[config.mk]
export PLATFORM = sky130hd
export DESIGN_NAME = ic_fetch
export DESIGN_NICKNAME = d
export VERILOG_FILES = /design/src/rtl/ic_fetch_pkg.sv /design/src/rtl/ic_fetch_out_buf.sv /design/src/rtl/ic_fetch.sv
export SDC_FILE = /design/constraint.sdc
export NUM_CORES = 1
export LEC_CHECK = 0
export CAP_MARGIN = 10
export CORE_MARGIN = 8
export CORE_UTILIZATION = 40
export CTS_BUF_LIST = sky130_fd_sc_hd__clkbuf_8
export DETAILED_ROUTE_END_ITERATION = 7
export PLACE_DENSITY = 0.77
export SLEW_MARGIN = 20
export SYNTH_ARGS = -nofsm -noshare
export SYNTH_HDL_FRONTEND = slang
export SYNTH_SLANG_ARGS = --single-unit
[constraint.sdc]
create_clock -name clk -period 2.4 [get_ports clk]
set_clock_uncertainty 0.1 [all_clocks]
set_input_delay 0.6 -clock clk [delete_from_list [all_inputs] [get_ports clk]]
set_output_delay 0.6 -clock clk [all_outputs]
set_load 0.05 [all_outputs]
[src/rtl/ic_fetch_pkg.sv]
// Shared constants, state encoding and bus packing for the instruction-fetch stage.
package ic_fetch_pkg;

  localparam int unsigned StallBusW = 6;
  localparam int unsigned StallIc   = 1;
  localparam logic        NoStop    = 1'b0;

  localparam int unsigned IcToIdWd = 34;
  localparam int unsigned IcAdel   = 33;
  localparam int unsigned IcValid  = 32;

  localparam logic [31:0] ZeroWord   = 32'h0000_0000;
  localparam logic [31:0] ResetPcDef = 32'hbfc0_0000;

  typedef enum logic {StIdle, StWaitData} ic_state_e;

  function automatic logic [IcToIdWd-1:0] ic_bus_pack(input logic adel, input logic [31:0] pc);
    logic [IcToIdWd-1:0] bus;
    bus          = '0;
    bus[IcAdel]  = adel;
    bus[IcValid] = 1'b1;
    bus[31:0]    = pc;
    return bus;
  endfunction

endpackage

[src/rtl/ic_fetch_out_buf.sv]
// One-entry buffer holding the word (or address-error marker) handed to decode.
module ic_fetch_out_buf
  import ic_fetch_pkg::*;
(
  input  logic                clk_i,
  input  logic                rst_ni,
  input  logic                clear_i,
  input  logic                fill_i,
  input  logic                fill_adel_i,
  input  logic [31:0]         fill_pc_i,
  input  logic [31:0]         fill_inst_i,
  input  logic                consume_i,
  output logic                valid_o,
  output logic [IcToIdWd-1:0] bus_o,
  output logic [31:0]         inst_o
);

  logic        valid_q;
  logic        adel_q;
  logic [31:0] pc_q;
  logic [31:0] inst_q;

  // A fill in the same cycle as a consume replaces the contents.
  always_ff @(posedge clk_i or negedge rst_ni) begin
    if (!rst_ni) begin
      valid_q <= 1'b0;
      adel_q  <= 1'b0;
      pc_q    <= ZeroWord;
      inst_q  <= ZeroWord;
    end else if (clear_i) begin
      valid_q <= 1'b0;
    end else if (fill_i) begin
      valid_q <= 1'b1;
      adel_q  <= fill_adel_i;
      pc_q    <= fill_pc_i;
      inst_q  <= fill_inst_i;
    end else if (consume_i) begin
      valid_q <= 1'b0;
    end
  end

  assign valid_o = valid_q;
  assign bus_o   = valid_q ? ic_bus_pack(adel_q, pc_q) : '0;
  assign inst_o  = valid_q ? inst_q : ZeroWord;

endmodule

[src/rtl/ic_fetch.sv]
// Instruction-fetch stage: owns the PC, issues one outstanding request at a time and
// squashes in-flight responses on branch or exception redirect.
module ic_fetch
  import ic_fetch_pkg::*;
#(
  parameter logic [31:0] RESET_PC = ResetPcDef
) (
  input  logic                 clk,
  input  logic                 rst,
  input  logic                 flush,
  input  logic [31:0]          new_pc,
  input  logic                 br_e,
  input  logic [31:0]          br_addr,
  input  logic [StallBusW-1:0] stall,
  output logic                 stallreq,
  output logic                 inst_req,
  output logic [31:0]          inst_addr,
  input  logic                 inst_addr_ok,
  input  logic                 inst_data_ok,
  input  logic [31:0]          inst_rdata,
  output logic [IcToIdWd-1:0]  ic_to_id_bus,
  output logic [31:0]          ic_inst
);

  ic_state_e   state_q;
  logic [31:0] pc_q;
  logic [31:0] req_pc_q;
  logic        cancel_q;

  logic        redir;
  logic [31:0] tgt;
  logic        buf_valid;
  logic        consume;
  logic        room;
  logic        idle;
  logic        aligned;
  logic        data_ret;
  logic        fill_data;
  logic        fill_adel;
  logic        unused_stall;

  assign redir    = flush | br_e;
  assign tgt      = flush ? new_pc : br_addr;
  assign idle     = (state_q == StIdle);
  assign aligned  = (pc_q[1:0] == 2'b00);
  assign consume  = buf_valid & (stall[StallIc] == NoStop);
  assign room     = ~buf_valid | consume;
  assign data_ret = ~idle & inst_data_ok;

  assign fill_data = data_ret & ~cancel_q & ~redir;
  assign fill_adel = idle & room & ~redir & ~aligned;

  // Gated with rst so the request and starve flags read 0 while reset is held.
  assign inst_req  = rst & idle & room & ~redir & aligned;
  assign inst_addr = pc_q;
  assign stallreq  = rst & ~buf_valid & ~redir & ~(data_ret & ~cancel_q);

  assign unused_stall = ^{stall[StallBusW-1:StallIc+1], stall[StallIc-1:0]};

  always_ff @(posedge clk or negedge rst) begin
    if (!rst) begin
      state_q  <= StIdle;
      pc_q     <= RESET_PC;
      req_pc_q <= ZeroWord;
      cancel_q <= 1'b0;
    end else if (redir) begin
      pc_q <= tgt;
      if (!idle) begin
        // A response landing with the redirect is simply dropped; otherwise mark it stale.
        if (inst_data_ok) begin
          state_q  <= StIdle;
          cancel_q <= 1'b0;
        end else begin
          cancel_q <= 1'b1;
        end
      end
    end else if (idle) begin
      if (inst_req && inst_addr_ok) begin
        state_q  <= StWaitData;
        req_pc_q <= pc_q;
        pc_q     <= pc_q + 32'd4;
      end
    end else if (inst_data_ok) begin
      state_q  <= StIdle;
      cancel_q <= 1'b0;
    end
  end

  ic_fetch_out_buf u_out_buf (
    .clk_i       (clk),
    .rst_ni      (rst),
    .clear_i     (redir),
    .fill_i      (fill_data | fill_adel),
    .fill_adel_i (fill_adel),
    .fill_pc_i   (fill_adel ? pc_q : req_pc_q),
    .fill_inst_i (fill_adel ? ZeroWord : inst_rdata),
    .consume_i   (consume),
    .valid_o     (buf_valid),
    .bus_o       (ic_to_id_bus),
    .inst_o      (ic_inst)
  );

endmodule

==> results of run 1 <==
-- cells in the mapped netlist (all sizes together) (7+ instances only) --
| cell type | instances | area [um^2] |
|---|---|---|
| o21ai | 19 | 95.1 |
| nor2b | 11 | 68.8 |
| dfrtp | 123 | 3080 |
| and2 | 70 | 439 |
| nor2 | 70 | 263 |
| dfstp | 9 | 236 |
| buf | 9 | 65.1 |
| xnor2 | 12 | 105 |
| nand2 | 174 | 653 |
| nor3 | 13 | 75.1 |
| inv | 7 | 26.3 |
| nand4 | 12 | 81.3 |
| a21oi | 20 | 100 |
| clkbuf | 47 | 176 |
| a211oi | 12 | 90.1 |
| nand3 | 45 | 238 |
| o22ai | 41 | 257 |
| a22oi | 7 | 52.6 |
-- routing by layer --
metal / GRT usage / vias up
met1: 0.276 / 3084
met4: 0.0964 / 0
li1: - / 3033
met5: 0 / -
met3: 0.0485 / 49
met2: 0.360 / 199
-- worst paths after layout --
check,cells past startpoint,to,start
hold / removal,2,inst_addr[17],rst
max in group asynchronous,2,inst_addr[0],rst
setup / recovery,4,stallreq,br_e
hold reg to reg,2,req_pc_q[8],req_pc_q[8]
min in group clk,2,req_pc_q[8],req_pc_q[8]
setup reg to reg,6,inst_addr[20],inst_addr[3]
-- power groups by stage --
stage | registers [mW] | logic, mW | clock network [mW]
6_report | 2.88 | 1.79 | 2.05
2_1_floorplan | 3.04 | 0.784 | 0
3_5_place_dp | 2.91 | 1.80 | 0
4_1_cts | 2.87 | 1.81 | 2.07
5_1_grt | 2.93 | 1.93 | 2.18
3_3_place_gp | 2.90 | 1.77 | 0
-- through the flow --
stage,TNS (ns),hold WS (ns),util,area [um^2]
2_1_floorplan,0,0.204,-,6630
3_3_place_gp,-14.38,0.299,0.601,9820
3_5_place_dp,-16.20,0.297,0.601,9820
4_1_cts,0,0.0798,0.627,10300
5_1_grt,0,0.104,0.628,10300
6_report,0,0.0942,0.628,10300
-- registers in the layout, summed over array words and instances, names as in the netlist --
signal             count
u_out_buf.adel_q       1
inst_addr             32
state_q                1
u_out_buf.inst_q      32
req_pc_q              32
u_out_buf.valid_o      1
u_out_buf.pc_q        32
cancel_q               1
-- cells by family (layout without fill, tap and decap cells) --
logic type	Yosys count	count (layout)
fa+ha+maj	1	1
compound gates	119	119
simple gates	423	423
xor+xnor	14	14
buf+inv	63	303
other cells	0	1
mux	7	7
flops	132	132
-- final cells by class --
| cell class | count | area (um^2) | area share |
|---|---|---|---|
| Sequential cell | 132 | 3320 | 0.323 |
| Timing Repair Buffer | 264 | 3170 | 0.309 |
| Multi-Input combinational cell | 564 | 3050 | 0.297 |
| Tap cell | 220 | 275 | 0.0268 |
| Clock buffer | 19 | 262 | 0.0255 |
| Clock inverter | 13 | 165 | 0.0161 |
| Inverter | 7 | 26.3 | 0.00256 |
| Antenna cell | 1 | 2.50 | 0.000244 |
-- timing repair --
action | 4_1_cts | 5_1_grt
gates resized for setup | 9 | 3
setup endpoints to repair | 8 | 3
hold buffers | 1 | 0
setup buffers | 1 | 1
endpoints found under the hold margin | 1 | 0
pin swaps | 1 | 1
-- critical path, cell delays in order --
cell	delay (ns)
dlygate4sd2_1	0.28
or2_4	0.28
nor4b_4	0.33
buf_12	0.18
==> flow_summary.toml, run 1 <==
[synth]
syn_inst = 759
synthDistinctLibCells = 57
ys_ff_latch = 132
synth_flop_cell = "dfrtp_1"
synth_nets = 868
synth_enable_flop_cells = 0
synthAdderAreaFrac = 0.00190
yosysSeqAreaShare = 0.502
synth_mux_area_frac = 0.0108
syn_area_um2 = 6600
synth-compound-area-share = 0.119
ys_async_sr_fraction = 1.00
syn-mean-instance-area_um2 = 8.70
synth-simple-area-share = 0.307
synth-xor-area-share = 0.0186
synth_top_family_by_area = "simple AND/OR/NAND/NOR gates"
ys_warn_count = 0

[routing]
drc = 0
highest_layer = "met4"
vias_per_cell = 5.22
drt_wl_total_um = 22500
dr_wl_met2_um = 11300
wire_per_inst_um = 18.4
via_count = 6365
wl_met3_um = 1270
drt-met1-wl_um = 9290
drt_iter0_drc = 622
drt_first_pass_iters = 6
ant_nets = 0

[sta]
grt_setup_unrepaired = "no"
slew_headroom = 0.515
fin_ws_ns = 0.0241
setup_viol = 0
tightestPinTransition_ns = 0.728
fmax_ghz = 0.421
final-hold-violation-count = 0
drv_slew = 0
period_minus_slack_ns = 2.38
period_share = 0.990

[cells_and_area]
final_common_cell = "nand2_1"
final_cell_count_no_fill = 1220
layout-drive-gt1-share = 0.215
area_growth_pct = 55.6
final_nets = 1095
final_cell_mix = "nand2_1 (173), dfrtp_1 (120), clkdlybuf4s50_1 (97)"
num-fill-cells = 1379

[cts]
numCtsBuffers = 17
clockRootBuffer = "clkbuf_8"
clock_path_buffers = 2
clk_latency_ns = 0.46
htreeDepth = 4
tritoncts = "done"
cts.sinks = 132
cts.clk_slew.worst_paths_ns = 0.08

[grt]
antenna_found_initial = 1
grt_overflow = 0
grt_pass1_vias = 6429
globalRouteTotalUtil = 0.221
grt_pass1_wl_um = 35500
grt_max_degree = 69

[power]
pwr-share-seq = 0.429
switching_share = 0.321
leakage_nw = 4.61
powerDensity_nw_per_um2 = 655
p_int_mw = 4.57
power_frac_comb = 0.266
p_total_mw = 6.73
switchingPower_mw = 2.16
p_clk_frac = 0.305
peakVddDrop_uv = 355

[floorplanning]
coreArea_um2 = 16300
die_width_um = 144
rows = 47
dieArea_um2 = 20900
io_pins = 208
die_h_um = 144
initial_core_util = 0.404

[setup_path]
worst-setup-path-type = "primary input to output port"
required_ns = 1.70
r2r_slack_ns = 0.24
start_kind = "primary input"
worstPathArrival_ns = 1.68
crit_fanout = 3
setup.worst_path.end_class = "output port"

[job]
maxCapViolations = 0

[run_status]
outcome = "completed"

[placed_design]
place_congestion = 0.844
port_buffers = 202
dp_cells = 1184
dp_hpwl_um = 16300
pre_cts_ws_ns = -0.321

[hold_path]
worstHoldPathType = "primary input to asynchronous set/reset pin"
No activity file was read; power rests on OpenSTA's default activity.
==> run 2: changes to the inputs <==
--- a/config.mk
+++ b/config.mk
@@ -10,6 +10,7 @@
 export CORE_UTILIZATION = 40
 export CTS_BUF_LIST = sky130_fd_sc_hd__clkbuf_8
 export DETAILED_ROUTE_END_ITERATION = 7
+export MAX_ROUTING_LAYER = met4
 export PLACE_DENSITY = 0.77
 export SLEW_MARGIN = 20
 export SYNTH_ARGS = -nofsm -noshare
==> flow_summary.toml, run 2 (synthesis results as in run 1) <==
[placed_design]
dp_hpwl_um = 16300
pre_cts_ws_ns = -0.321
place_congestion = 0.857
port_buffers = 202

[cells_and_area]
final_cell_mix = "nand2_1 (173), dfrtp_1 (120), clkdlybuf4s50_1 (97)"
final_nets = 1095
layout-drive-gt1-share = 0.215
area_growth_pct = 55.6
final_common_cell = "nand2_1"
num-fill-cells = 1379

[sta]
period_minus_slack_ns = 2.38
grt_setup_unrepaired = "no"
fmax_ghz = 0.421
fin_hold_ws_ns = 0.0882
fin_ws_ns = 0.0244
drv_slew = 0
slew_headroom = 0.512
final-hold-violation-count = 0
period_share = 0.990
setup_viol = 0
tightestPinTransition_ns = 0.732

[routing]
drc = 0
via_count = 6359
wire_per_inst_um = 18.3
ant_nets = 0
vias_per_cell = 5.21
drt_iter0_drc = 591
drt_wl_total_um = 22400
drt_first_pass_iters = 5

[setup_path]
start_kind = "primary input"
r2r_slack_ns = 0.22
setup.worst_path.end_class = "output port"
worst-setup-path-type = "primary input to output port"
rr_endpoint = "inst_addr[20]"
critPathLaunch = "br_e"
crit_fanout = 3
endpoint = "stallreq"
worstPathArrival_ns = 1.68
r2r_start = "inst_addr[3]"
required_ns = 1.70
worst-r2r-cell-count = 6

[floorplanning]
io_pins = 208
die_h_um = 144
dieArea_um2 = 20900
die_width_um = 144
coreArea_um2 = 16300
initial_core_util = 0.404
rows = 47

[cts]
clk_latency_ns = 0.46
htreeDepth = 4
cts.clk_slew.worst_paths_ns = 0.08
numCtsBuffers = 17
tritoncts = "done"
clockRootBuffer = "clkbuf_8"
clock_path_buffers = 2
cts.sinks = 132

[power]
pwr-share-seq = 0.428
p_total_mw = 6.73
switching_share = 0.322
leakage_nw = 4.61
p_clk_frac = 0.306
peakVddDrop_uv = 360
switchingPower_mw = 2.16
p_int_mw = 4.57
powerDensity_nw_per_um2 = 655
power_frac_comb = 0.266

[grt]
grt_pass1_vias = 6406
grt_max_degree = 69
globalRouteTotalUtil = 0.227
grt_overflow = 0
antenna_found_initial = 1
grt_pass1_wl_um = 35500

[hold_path]
worstHoldPathType = "primary input to asynchronous set/reset pin"

[job]
maxCapViolations = 0

[run_status]
outcome = "completed"
run 2: how the worst min path moves through the flow:
| stage | slack, ns | to | start |
|---|---|---|---|
| after floorplan | 0.20 | cancel_q | rst |
| after global placement | 0.30 | req_pc_q[16] | rst |
| after detailed placement | 0.30 | req_pc_q[16] | rst |
| after CTS | 0.08 | inst_addr[17] | rst |
| after global routing | 0.11 | inst_addr[14] | rst |
| final | 0.09 | inst_addr[17] | rst |
run 2: final cells by class:
cell class	instances	area [um^2]	share of cell area
sequential	132	3320	0.323
timing repair buffer	264	3170	0.309
multi-input combinational	564	3050	0.297
tap	220	275	0.0268
clock buffer	19	262	0.0255
clock inverter	13	165	0.0161
inverter	7	26.3	0.00256
antenna	1	2.50	0.000244
run 2: through the flow:
stage / instances / instance area, um^2 / setup TNS (ns) / utilization
after floorplan: 759 / 6630 / 0 / -
after global routing: 1220 / 10300 / 0 / 0.628
after global placement: 1184 / 9820 / -14.38 / 0.601
final: 1220 / 10300 / 0 / 0.628
after CTS: 1218 / 10300 / 0 / 0.627
after detailed placement: 1184 / 9820 / -16.20 / 0.601
run 2: metal layers:
metal  routed length, um  GRT usage  vias up  part of all wire
met5                   0          -        -                 0
met4                 673     0.0947        0             0.030
met3                1180     0.0426       56             0.052
met2               11200      0.360      223              0.50
met1                9340      0.279     3046              0.42
li1                    -          -     3034                 -
run 2: power groups by stage:
| stage | Sequential [mW] | Combinational [mW] | Clock [mW] |
|---|---|---|---|
| 6_report | 2.88 | 1.79 | 2.06 |
| 5_1_grt | 2.93 | 1.93 | 2.18 |
| 4_1_cts | 2.87 | 1.81 | 2.07 |
| 3_5_place_dp | 2.91 | 1.80 | 0 |
| 3_3_place_gp | 2.90 | 1.77 | 0 |
| 2_1_floorplan | 3.04 | 0.784 | 0 |
run 2: what timing repair did:
item	in CTS	in global routing
hold endpoints to repair	1	0
gates resized for setup	9	3
endpoints found under the setup margin	8	3
hold buffers	1	0
setup buffers	1	1
gates cloned	0	0
pin swaps	1	1
run 2: critical path, stage by stage:
cell,delay [ns]
dlygate4sd2_1,0.28
or2_4,0.28
nor4b_4,0.33
buf_12,0.18
==> run 3: changes to the inputs <==
--- a/config.mk
+++ b/config.mk
@@ -6,6 +6,7 @@
 export NUM_CORES = 1
 export LEC_CHECK = 0
 export CAP_MARGIN = 10
+export CORE_ASPECT_RATIO = 1.2
 export CORE_MARGIN = 8
 export CORE_UTILIZATION = 40
 export CTS_BUF_LIST = sky130_fd_sc_hd__clkbuf_8
==> flow_summary.toml, run 3 (synthesis results as in run 1) <==
[run_status]
outcome = "completed"

[routing]
drt_iter0_drc = 517
drt_first_pass_iters = 5
wire_per_inst_um = 18.3
ant_nets = 0
vias_per_cell = 5.29
drt_wl_total_um = 22300
via_count = 6441
drc = 0

[sta]
final-hold-violation-count = 0
tightestPinTransition_ns = 0.728
fmax_ghz = 0.433
fin_ws_ns = 0.0904
period_share = 0.962
grt_setup_unrepaired = "no"
period_minus_slack_ns = 2.31
setup_viol = 0
drv_slew = 0
fin_setup_tns_ns = 0
slew_headroom = 0.515

[setup_path]
cpPeakStageDelay_ns = 0.29
cp_slowest_cell = "dlygate4sd2_1"
setup.worst_path.end_class = "output port"
worstPathArrival_ns = 1.61
required_ns = 1.70
worst-setup-path-type = "primary input to output port"
crit_fanout = 3
critical-path-top-delay-family = "simple AND/OR/NAND/NOR gates"
start_kind = "primary input"
crit_buf_inv = 2
crit_chain = "dlygate4sd2_1 > or2_4 > nor4b_4 > buf_12"

[placed_design]
port_buffers = 202
dp_cells = 1183
dp_hpwl_um = 16700
pre_cts_ws_ns = -0.321
place_congestion = 0.851

[cts]
clock_path_buffers = 2
clk_latency_ns = 0.44
ctsHoldBuffers = 0
cts.clk_slew.worst_paths_ns = 0.08
tritoncts = "done"
numCtsBuffers = 17
htreeDepth = 4
clockRootBuffer = "clkbuf_8"
cts.sinks = 132

[floorplanning]
coreArea_um2 = 16200
rows = 51
die_h_um = 157
initial_core_util = 0.407
die_width_um = 133
dieArea_um2 = 20900
io_pins = 208

[power]
p_int_mw = 4.34
p_total_mw = 6.55
switching_share = 0.338
pwr-share-seq = 0.440
p_clk_frac = 0.283
peakVddDrop_uv = 331
powerDensity_nw_per_um2 = 637
switchingPower_mw = 2.21
power_frac_comb = 0.278
leakage_nw = 4.60

[grt]
globalRouteTotalUtil = 0.222
grt_max_degree = 133
grt_pass1_wl_um = 35800
antenna_found_initial = 0
grt_overflow = 0
grt_pass1_vias = 6761

[job]
maxCapViolations = 0

[cells_and_area]
final_util = 0.635
register_area_um2 = 3320
num-fill-cells = 1366
area_growth_pct = 55.9
final_common_cell = "nand2_1"
final_cell_count_no_fill = 1217
final_cell_mix = "nand2_1 (173), dfrtp_1 (121), clkdlybuf4s50_1 (97)"
final_nets = 1100
layout-drive-gt1-share = 0.226
multi_input_area_um2 = 3050

[hold_path]
worstHoldPathType = "primary input to asynchronous set/reset pin"
## run 3: cell types whose count changed in the layout (fill, tap and decap cells not counted), moves of 2 or more
cell           previous run  this run
buf_4                    80        87
clkinvlp_4                0         4
dlygate4sd2_1             9         5
buf_12                   74        77
clkinv_4                  1         4
inv_1                    10         7
bufinv_16                 4         2
clkbuf_8                 19        17
clkinv_2                  5         3
inv_6                     0         2
## run 3: layout make-up
type | count | share of cell area
flip-flops and latches | 132 | 0.322
inverters | 7 | 0.00255
repair buffers | 269 | 0.314
well taps | 212 | 0.0258
diodes | 1 | 0.000243
multi-input cells | 564 | 0.297
clock buffers | 17 | 0.0227
clock inverters | 15 | 0.0153
## run 3: worst paths after layout
path                                   endpoint              start  depth (start not counted)  slack [ns]
min                        u_out_buf.inst_q[30]                rst                          2        0.18
max reg2reg                       inst_addr[15]  u_out_buf.valid_o                          8        0.28
max                                    stallreq               br_e                          4        0.09
min reg2reg                    u_out_buf.adel_q   u_out_buf.adel_q                          2        0.38
max in group asynchronous               state_q                rst                          2        1.44
min in group clk               u_out_buf.adel_q   u_out_buf.adel_q                          2        0.38
## run 3: metal layers
| metal | global-route usage | part of all wire | up-vias |
|---|---|---|---|
| li1 | - | - | 3048 |
| met2 | 0.363 | 0.49 | 301 |
| met3 | 0.0430 | 0.064 | 35 |
| met1 | 0.270 | 0.42 | 3057 |
| met5 | - | 0 | - |
| met4 | 0.0728 | 0.020 | 0 |
## run 3: timing repair
item | 4_1_cts | 5_1_grt
setup endpoints to repair | 5 | 1
hold endpoints to repair | 0 | 0
pin swaps | 1 | 1
setup buffers | 1 | 0
gates resized for setup | 6 | 3
## run 3: power groups by stage
stage	Clock (mW)	Combinational, mW	Sequential, mW
final	1.85	1.82	2.88
after global placement	0	1.79	2.89
after floorplan	0	0.784	3.04
after detailed placement	0	1.83	2.91
after global routing	1.99	1.96	2.93
after CTS	1.89	1.84	2.87
## run 3: stage by stage
| step | hold slack (ns) | instance area (um^2) |
|---|---|---|
| after detailed placement | 0.361 | 9890 |
| after CTS | 0.215 | 10300 |
| after global routing | 0.250 | 10300 |
| after global placement | 0.352 | 9890 |
| final | 0.181 | 10300 |
| after floorplan | 0.204 | 6630 |
